<file path="src/rtl/pipeline_ctrl_pkg.sv">
// rtl/pipeline_ctrl_pkg.sv - command codes and sequencer states for pipeline_run_ctrl
package pipeline_ctrl_pkg;

    typedef enum logic [1:0] {
        CMD_RUN  = 2'd0,
        CMD_STEP = 2'd1,
        CMD_HALT = 2'd2,
        CMD_DUMP = 2'd3
    } cmd_e;

    typedef enum logic [2:0] {
        ST_IDLE = 3'd0,
        ST_RUN  = 3'd1,
        ST_STEP = 3'd2,
        ST_DUMP = 3'd3,
        ST_DONE = 3'd4
    } state_e;

    function automatic logic is_enabled_state(input state_e s);
        return (s == ST_RUN) || (s == ST_STEP);
    endfunction

    function automatic logic is_busy_state(input state_e s);
        return (s == ST_STEP) || (s == ST_DUMP);
    endfunction

endpackage

</file>
<file path="src/rtl/dump_addr_seq.sv">
// rtl/dump_addr_seq.sv - register-file sweep address counter with valid/ready and done pulse
module dump_addr_seq #(
    parameter int REG_COUNT = 32,
    parameter int NB_ADDR   = 5
) (
    input  logic               i_clk,
    input  logic               i_rst,
    input  logic               i_start,
    input  logic               i_ready,
    output logic               o_valid,
    output logic [NB_ADDR-1:0] o_addr,
    output logic               o_done
);

    localparam logic [NB_ADDR-1:0] LAST_ADDR = NB_ADDR'(REG_COUNT - 1);

    logic last;

    assign last   = (o_addr == LAST_ADDR);
    // Combinational so the owner can change state on the same edge as the final handshake.
    assign o_done = o_valid & i_ready & last;

    always_ff @(posedge i_clk) begin
        if (i_rst) begin
            o_valid <= 1'b0;
            o_addr  <= '0;
        end else if (i_start) begin
            o_valid <= 1'b1;
            o_addr  <= '0;
        end else if (o_valid && i_ready) begin
            if (last) begin
                o_valid <= 1'b0;
                o_addr  <= '0;
            end else begin
                o_addr <= o_addr + NB_ADDR'(1);
            end
        end
    end

endmodule

</file>
<file path="src/rtl/pipeline_run_ctrl.sv">
// rtl/pipeline_run_ctrl.sv - run/step/halt/dump sequencer owning the global pipeline enable
module pipeline_run_ctrl
    import pipeline_ctrl_pkg::*;
#(
    parameter int NB_CMD    = 2,
    parameter int REG_COUNT = 32,
    parameter int NB_ADDR   = 5,
    parameter int NB_CYCLES = 32
) (
    input  logic                 i_clk,
    input  logic                 i_rst,
    input  logic                 i_cmd_valid,
    input  logic [NB_CMD-1:0]    i_cmd,
    output logic                 o_cmd_ready,
    input  logic                 i_halt_detected,
    output logic                 o_enable,
    output logic                 o_halted,
    output logic                 o_dump_valid,
    output logic [NB_ADDR-1:0]   o_dump_addr,
    input  logic                 i_dump_ready,
    output logic [NB_CYCLES-1:0] o_cycle_count
);

    state_e state;
    state_e next_state;
    state_e ret_state;
    cmd_e   cmd;
    logic   cmd_fire;
    logic   dump_start;
    logic   dump_done;

    assign cmd      = cmd_e'(i_cmd[1:0]);
    assign cmd_fire = i_cmd_valid & o_cmd_ready;

    always_comb begin
        next_state = state;
        case (state)
            ST_IDLE: begin
                if (cmd_fire) begin
                    case (cmd)
                        CMD_RUN:  next_state = ST_RUN;
                        CMD_STEP: next_state = ST_STEP;
                        CMD_DUMP: next_state = ST_DUMP;
                        default:  next_state = ST_IDLE;
                    endcase
                end
            end
            ST_RUN: begin
                // A retiring HALT instruction outranks a HALT command in the same cycle.
                if (i_halt_detected) begin
                    next_state = ST_DONE;
                end else if (cmd_fire && cmd == CMD_HALT) begin
                    next_state = ST_IDLE;
                end
            end
            ST_STEP: next_state = i_halt_detected ? ST_DONE : ST_IDLE;
            ST_DUMP: begin
                if (dump_done) begin
                    next_state = ret_state;
                end
            end
            ST_DONE: begin
                if (cmd_fire && cmd == CMD_DUMP) begin
                    next_state = ST_DUMP;
                end
            end
            default: next_state = ST_IDLE;
        endcase
    end

    assign dump_start = (next_state == ST_DUMP) && (state != ST_DUMP);

    // Outputs are registered from the next-state decode so they line up with state.
    always_ff @(posedge i_clk) begin
        if (i_rst) begin
            state       <= ST_IDLE;
            ret_state   <= ST_IDLE;
            o_enable    <= 1'b0;
            o_halted    <= 1'b0;
            o_cmd_ready <= 1'b1;
        end else begin
            state       <= next_state;
            if (dump_start) begin
                ret_state <= (state == ST_DONE) ? ST_DONE : ST_IDLE;
            end
            o_enable    <= is_enabled_state(next_state);
            o_halted    <= (next_state == ST_DONE);
            o_cmd_ready <= !is_busy_state(next_state);
        end
    end

    always_ff @(posedge i_clk) begin
        if (i_rst) begin
            o_cycle_count <= '0;
        end else if (o_enable && (o_cycle_count != '1)) begin
            o_cycle_count <= o_cycle_count + NB_CYCLES'(1);
        end
    end

    dump_addr_seq #(
        .REG_COUNT (REG_COUNT),
        .NB_ADDR   (NB_ADDR)
    ) u_dump_addr_seq (
        .i_clk   (i_clk),
        .i_rst   (i_rst),
        .i_start (dump_start),
        .i_ready (i_dump_ready),
        .o_valid (o_dump_valid),
        .o_addr  (o_dump_addr),
        .o_done  (dump_done)
    );

endmodule

</file>
<file path="config.mk">
export PLATFORM = sky130hd
export DESIGN_NAME = pipeline_run_ctrl
export DESIGN_NICKNAME = d
export VERILOG_FILES = /design/src/rtl/pipeline_ctrl_pkg.sv /design/src/rtl/dump_addr_seq.sv /design/src/rtl/pipeline_run_ctrl.sv
export SDC_FILE = /design/constraint.sdc
export NUM_CORES = 1
export LEC_CHECK = 0
export ABC_AREA = 1
export CORE_UTILIZATION = 45
export CTS_CLUSTER_DIAMETER = 60
export DETAILED_ROUTE_END_ITERATION = 10
export GPL_ROUTABILITY_DRIVEN = 0
export HOLD_SLACK_MARGIN = 0.15
export PLACE_DENSITY = 0.7
export SYNTH_ARGS = -nofsm -noshare
export SYNTH_HDL_FRONTEND = slang
export SYNTH_SLANG_ARGS = --single-unit
</file>
<file path="constraint.sdc">
create_clock -name i_clk -period 2.5 [get_ports i_clk]
set_clock_uncertainty 0.15 [all_clocks]
set_input_delay 0.25 -clock i_clk [delete_from_list [all_inputs] [get_ports i_clk]]
set_output_delay 0.25 -clock i_clk [all_outputs]
set_load 0.1 [all_outputs]
</file>
Word-level counts from Yosys, hierarchy flattened

Index checks and enable logic that the tools add are counted.
Widths: inputs -> output; s select.

Bits in registers: 47
Output and inout port bits: 41
Word-level logic and storage cells: 54

Eq/ne operators: 14
Muxes and demuxes: 13
Reductions and logical operators: 14
Bitwise operators: 3
$add $sub $neg: 2

Operator list:

| kind                  | number |
|---|---|
| $add 32x1->32 const B | 1 |
| $ne 32x32->1 const B  | 1 |
| $mux 3                | 7 |
| $pmux 3 s5            | 1 |
| $eq 3x2->1 const B    | 4 |
| $eq 3x1->1 const B    | 2 |
| $eq 3x3->1 const B    | 2 |
| $pmux 2 s3            | 1 |
| $add 5x1->5 const B   | 1 |
| $eq 5x5->1 const B    | 1 |
| $logic_and 1x1->1     | 5 |
| $mux 5                | 1 |
| $eq 2x2->1 const B    | 2 |
| $reduce_bool 2->1     | 2 |
| $and 1x1->1           | 3 |
| $logic_not 3->1       | 1 |
| $mux 1                | 3 |
| $ne 3x2->1 const B    | 1 |
| $eq 2x1->1 const B    | 1 |
| $logic_not 2->1       | 1 |
| $logic_or 1x1->1      | 2 |
| $reduce_and 2->1      | 1 |
| $reduce_or 2->1       | 1 |
| $logic_not 1->1       | 1 |

Longest topological paths before layout

Word-level depth: 9
Gate-level depth with buffers: 12
Gate-level depth less buffers: 12

Modules after synthesis

From an unflattened synthesis, not the netlist that was laid out.

Cell total of the unflattened synthesis: 449
Area total of the unflattened synthesis: 2812.7 um^2

Modules (own cells, without submodules):

| module            | sequential area each (um^2) | cells an instance | times used | area an instance (um^2) |
|---|---|---|---|---|
| pipeline_run_ctrl | 780.7                       | 409               | 1          | 2523.7 |
| dump_addr_seq     | 120.1                       | 40                | 1          | 289.0 |

Least setup slack after synthesis

Ideal clock, no wire load.

Kind: register to register
Start point: register u_dump_addr_seq.o_addr[0]
End point: register u_dump_addr_seq.o_addr[2]
Required time: 2.284 ns
Buffers on the path: 0
Setup time: 0.066 ns
Data arrival time: 2.441 ns
Setup slack: -0.157 ns
Clock period less this slack: 2.657 ns
Stages on the path, launching flop included: 13
Cells stage by stage: dfxtp_1 > ha_1 > nand2_1 > nor2_1 > ha_1 > inv_1 > nor2_1 > nor2_1 > nor2_1 > nand3_1 > nand3_1 > nand2_1 > nor2_1

Longest elaborated chain between the ends: 7
Elaborated cells on any way between the ends: 9

Ends and longest elaborated chain:

| element                   | RTL line                | text |
|---|---|---|
| from (decl)               | dump_addr_seq.sv:11     | `output logic [NB_ADDR-1:0] o_addr,` |
| from (signal assigned)    | dump_addr_seq.sv:35     | `o_addr <= o_addr + NB_ADDR'(1);` |
| $eq 5x5->1                | dump_addr_seq.sv:19     | `assign last = (o_addr == LAST_ADDR);` |
| $and 1x1->1               | dump_addr_seq.sv:21     | `assign o_done = o_valid & i_ready & last;` |
| $mux 3                    | pipeline_run_ctrl.sv:58 | `if (dump_done) begin` |
| $pmux 3 s5                | pipeline_run_ctrl.sv:37 | `case (state)` |
| $eq 3x2->1                | pipeline_run_ctrl.sv:71 | `assign dump_start = (next_state == ST_DUMP) && (state != ST_DUMP);` |
| $logic_and 1x1->1         | pipeline_run_ctrl.sv:71 |  |
| $reduce_or 2->1 (no line) | n/a                     |  |

Parallel ways exist; a longest one is shown, timed or not.
A chain may end at the register's enable or synchronous reset.

Worst setup path in the final report

Start point: register u_dump_addr_seq.o_addr[0]
End point: register u_dump_addr_seq.o_addr[3]

Same word-level chain as after synthesis.

==> results.cfg <==
[placed_design]
place_area_um2 = 3250
io_buffers = 47
dp_hpwl_um = 5460

[synth]
synth_top_family_by_area = simple AND/OR/NAND/NOR gates
ys_ff_latch = 45
yosysSeqAreaShare_pct = 32.1
synth-simple-area-share_pct = 43.5
synth-compound-area-share_pct = 8.86
synthAdderAreaFrac_pct = 2.67
mappedNetlistNets = 465
synth_ff_type = dfxtp_1
synth_xor_area_share_pct = 4.68
synth_area_per_cell_um2 = 6.21
ys_async_sr_fraction_pct = 0
synth_warnings = 0
synth_edf_count = 0
synthCells = 452
synthesis.area_um2 = 2810
synthTopCellsByArea = dfxtp_1 32%, nand2_1 22%, nor2_1 10%, inv_1 5.5%, nand3_1 4.3%
synth_top_cell_by_area = dfxtp_1
synthMuxAreaShare_pct = 0
synth_top_area_share_pct = 32.1
synth_cell_types = 28

[floorplan]
core_area_um2 = 5960
rows = 28
dieWidth_um = 81.0
dieArea_um2 = 6560
io_pins = 48
die_y_um = 81.0
start_util_pct = 47.2

[worst_hold_path]
hold_class = reg -> reg
holdPathEnd = ret_state[2]
hold_depth = 2
hp-start = ret_state[2]

[sta]
final.min_clock_period_ps = 2190
tightest_slew_ps = 508
fmax_ghz = 0.457
post-route-period-util_pct = 87.5
rsz0062_at_grt = false
timing.slew.headroom_pct = 66.0
finalHoldWorstSlack_ps = 320
setup_viol = 0
hold_violations = 0
report.final.slew_viol_count = 0
fin_tns_setup_ps = 0

[finish]
area_growth_pct = 19.1
mostFrequentLayoutCells = 168 x nand2_1, 78 x nor2_1, 47 x buf_4, 41 x inv_1, 41 x dfxtp_1
drive_above_1_share_pct = 16.9
final_common_cell = nand2_1
post-route-util_pct = 56.2
nets = 515
fin_area_um2 = 3340
diodes = 0

[cts]
clkLatencyLatePin_ps = 300
htree_levels = 2
cts_root_buffer = clkbuf_8
cts.sinks = 45
cts_tree = built
cts_setup_buffers = 0
cts_resized = 0
ctsHoldBuffers = 0
numCtsBuffers = 5
clk_path_buf_depth = 2
cts.clk_slew.worst_paths_ps = 90

[detailed_routing]
drt_iter0_drc = 153
wirelength_um = 7240
drc = 0
ant_nets = 0
avgRoutedWirePerCell_um = 12.5
num_vias = 2892
firstDrtPassIters = 4
avgViaCountPerCell = 5.00

[worst_setup_path]
regToRegSetupSlack_ps = 310
max_stage_delay_ps = 380
crit_slowest_cell = dfxtp_2
worstRegToRegCells = 12
path_common_cell = nor2_1
critPathCaptureType = flop
critPathKind = reg -> reg
cp_cell_sequence = ha_1 > nand2_1 > nor2_1 > ha_1 > inv_1 > nor2_1 > nor2_1 > nor2_1 > nand3_1 > nand3_1 > nand2_1 > nor2_1
cp_data_arrival_time_ps = 2280
required_ps = 2590
r2r-start = u_dump_addr_seq.o_addr[0]
worstPathMaxFanout = 5
rr_endpoint = u_dump_addr_seq.o_addr[3]
crit_path_start_kind = flop

[power]
ir_drop_uv = 230
pwr-share-clk_pct = 33.5
p_per_area_nw_per_um2 = 434
p_int_w = 0.00100
p_sw_share_pct = 30.7
switching_power_w = 0.000445
power_leakage_nw = 1.32
p_comb_share_pct = 14.7
p_seq_share_pct = 51.8

[grt]
grt_pass1_vias = 2649
grt_max_degree = 33
antenna_found_initial = 0
track_usage_pct = 24.0
overflow = 0
grt_pass1_wl_um = 12300

[flow_run]
drv_cap = 0

[run_status]
status = complete, no violations
[power groups by stage]
stage	clock (W)	combinational, W	sequential (W)
4_1_cts	0.000497	0.000213	0.000751
3_3_place_gp	0	0.000209	0.000767
3_5_place_dp	0	0.000213	0.000768
6_report	0.000485	0.000213	0.000751
2_1_floorplan	0	0.000110	0.000834
5_1_grt	0.000528	0.000229	0.000755
[cell type report]
cell class	instances	area, um2
Clock buffer	6	82.6
Clock inverter	2	13.8
Fill cell	616	2610
Inverter	42	158
Multi-Input combinational cell	355	1680
Sequential cell	45	906
Tap cell	75	93.8
Timing Repair Buffer	53	413
[cell families (layout without fill, tap and decap cells)]
logic type,count (synthesis),in the layout
simple gates,295,295
fa+ha+maj,6,6
compound gates,39,39
buf+inv,52,103
xor+xnor,15,15
flops,45,45
[state kept, by name, indices dropped and copies added, names as in the netlist]
name	count
o_enable	1
u_dump_addr_seq.o_addr	5
ret_state	1
o_halted	1
u_dump_addr_seq.o_valid	1
state	3
o_cmd_ready	1
o_cycle_count	32
[routing by layer]
layer	track usage (%)	part of all wire, %
met2	38.0	43
met5	0	0
met1	32.9	50
met3	4.94	5.6
met4	6.79	1.5
[worst max-delay path by stage]
stage | endpoint | from | slack, ps | cells after the start
2_1_floorplan | o_cycle_count[11] | o_cycle_count[7] | 7 | 10
3_3_place_gp | u_dump_addr_seq.o_addr[1] | i_dump_ready | 380 | 9
3_5_place_dp | u_dump_addr_seq.o_addr[1] | u_dump_addr_seq.o_addr[0] | 340 | 12
4_1_cts | u_dump_addr_seq.o_addr[3] | u_dump_addr_seq.o_addr[0] | 320 | 12
5_1_grt | u_dump_addr_seq.o_addr[3] | u_dump_addr_seq.o_addr[0] | 110 | 12
6_report | u_dump_addr_seq.o_addr[3] | u_dump_addr_seq.o_addr[0] | 310 | 12
[critical path, delay by kind of cell, from the launching register on]
kind / cells / cell delay [ps]
adders and majority gates: 2 / 360
buffers and inverters: 1 / 50
DFF: 1 / 380
and+or+nand+nor: 9 / 1180
[cells in the mapped netlist, types with 3 or more instances]
library cell,count
buf_2,3
inv_1,41
nand4_1,6
nand2_1,168
nor3_1,3
a21oi_2,10
nor2_2,5
xnor2_1,4
ha_1,6
o21ai_0,5
xor2_1,11
dfxtp_1,45
nand2_2,5
nand2_4,3
a21oi_1,19
clkbuf_1,4
nand3_1,24
nor2_1,78
[metrics by stage]
stage | cells | setup slack, ps | power, W
2_1_floorplan | 452 | 7.38 | 0.000944
3_3_place_gp | 570 | 380 | 0.000976
3_5_place_dp | 570 | 341 | 0.000981
4_1_cts | 578 | 321 | 0.00146
5_1_grt | 578 | 111 | 0.00151
6_report | 578 | 313 | 0.00145
(Power assumes the default switching activity.)
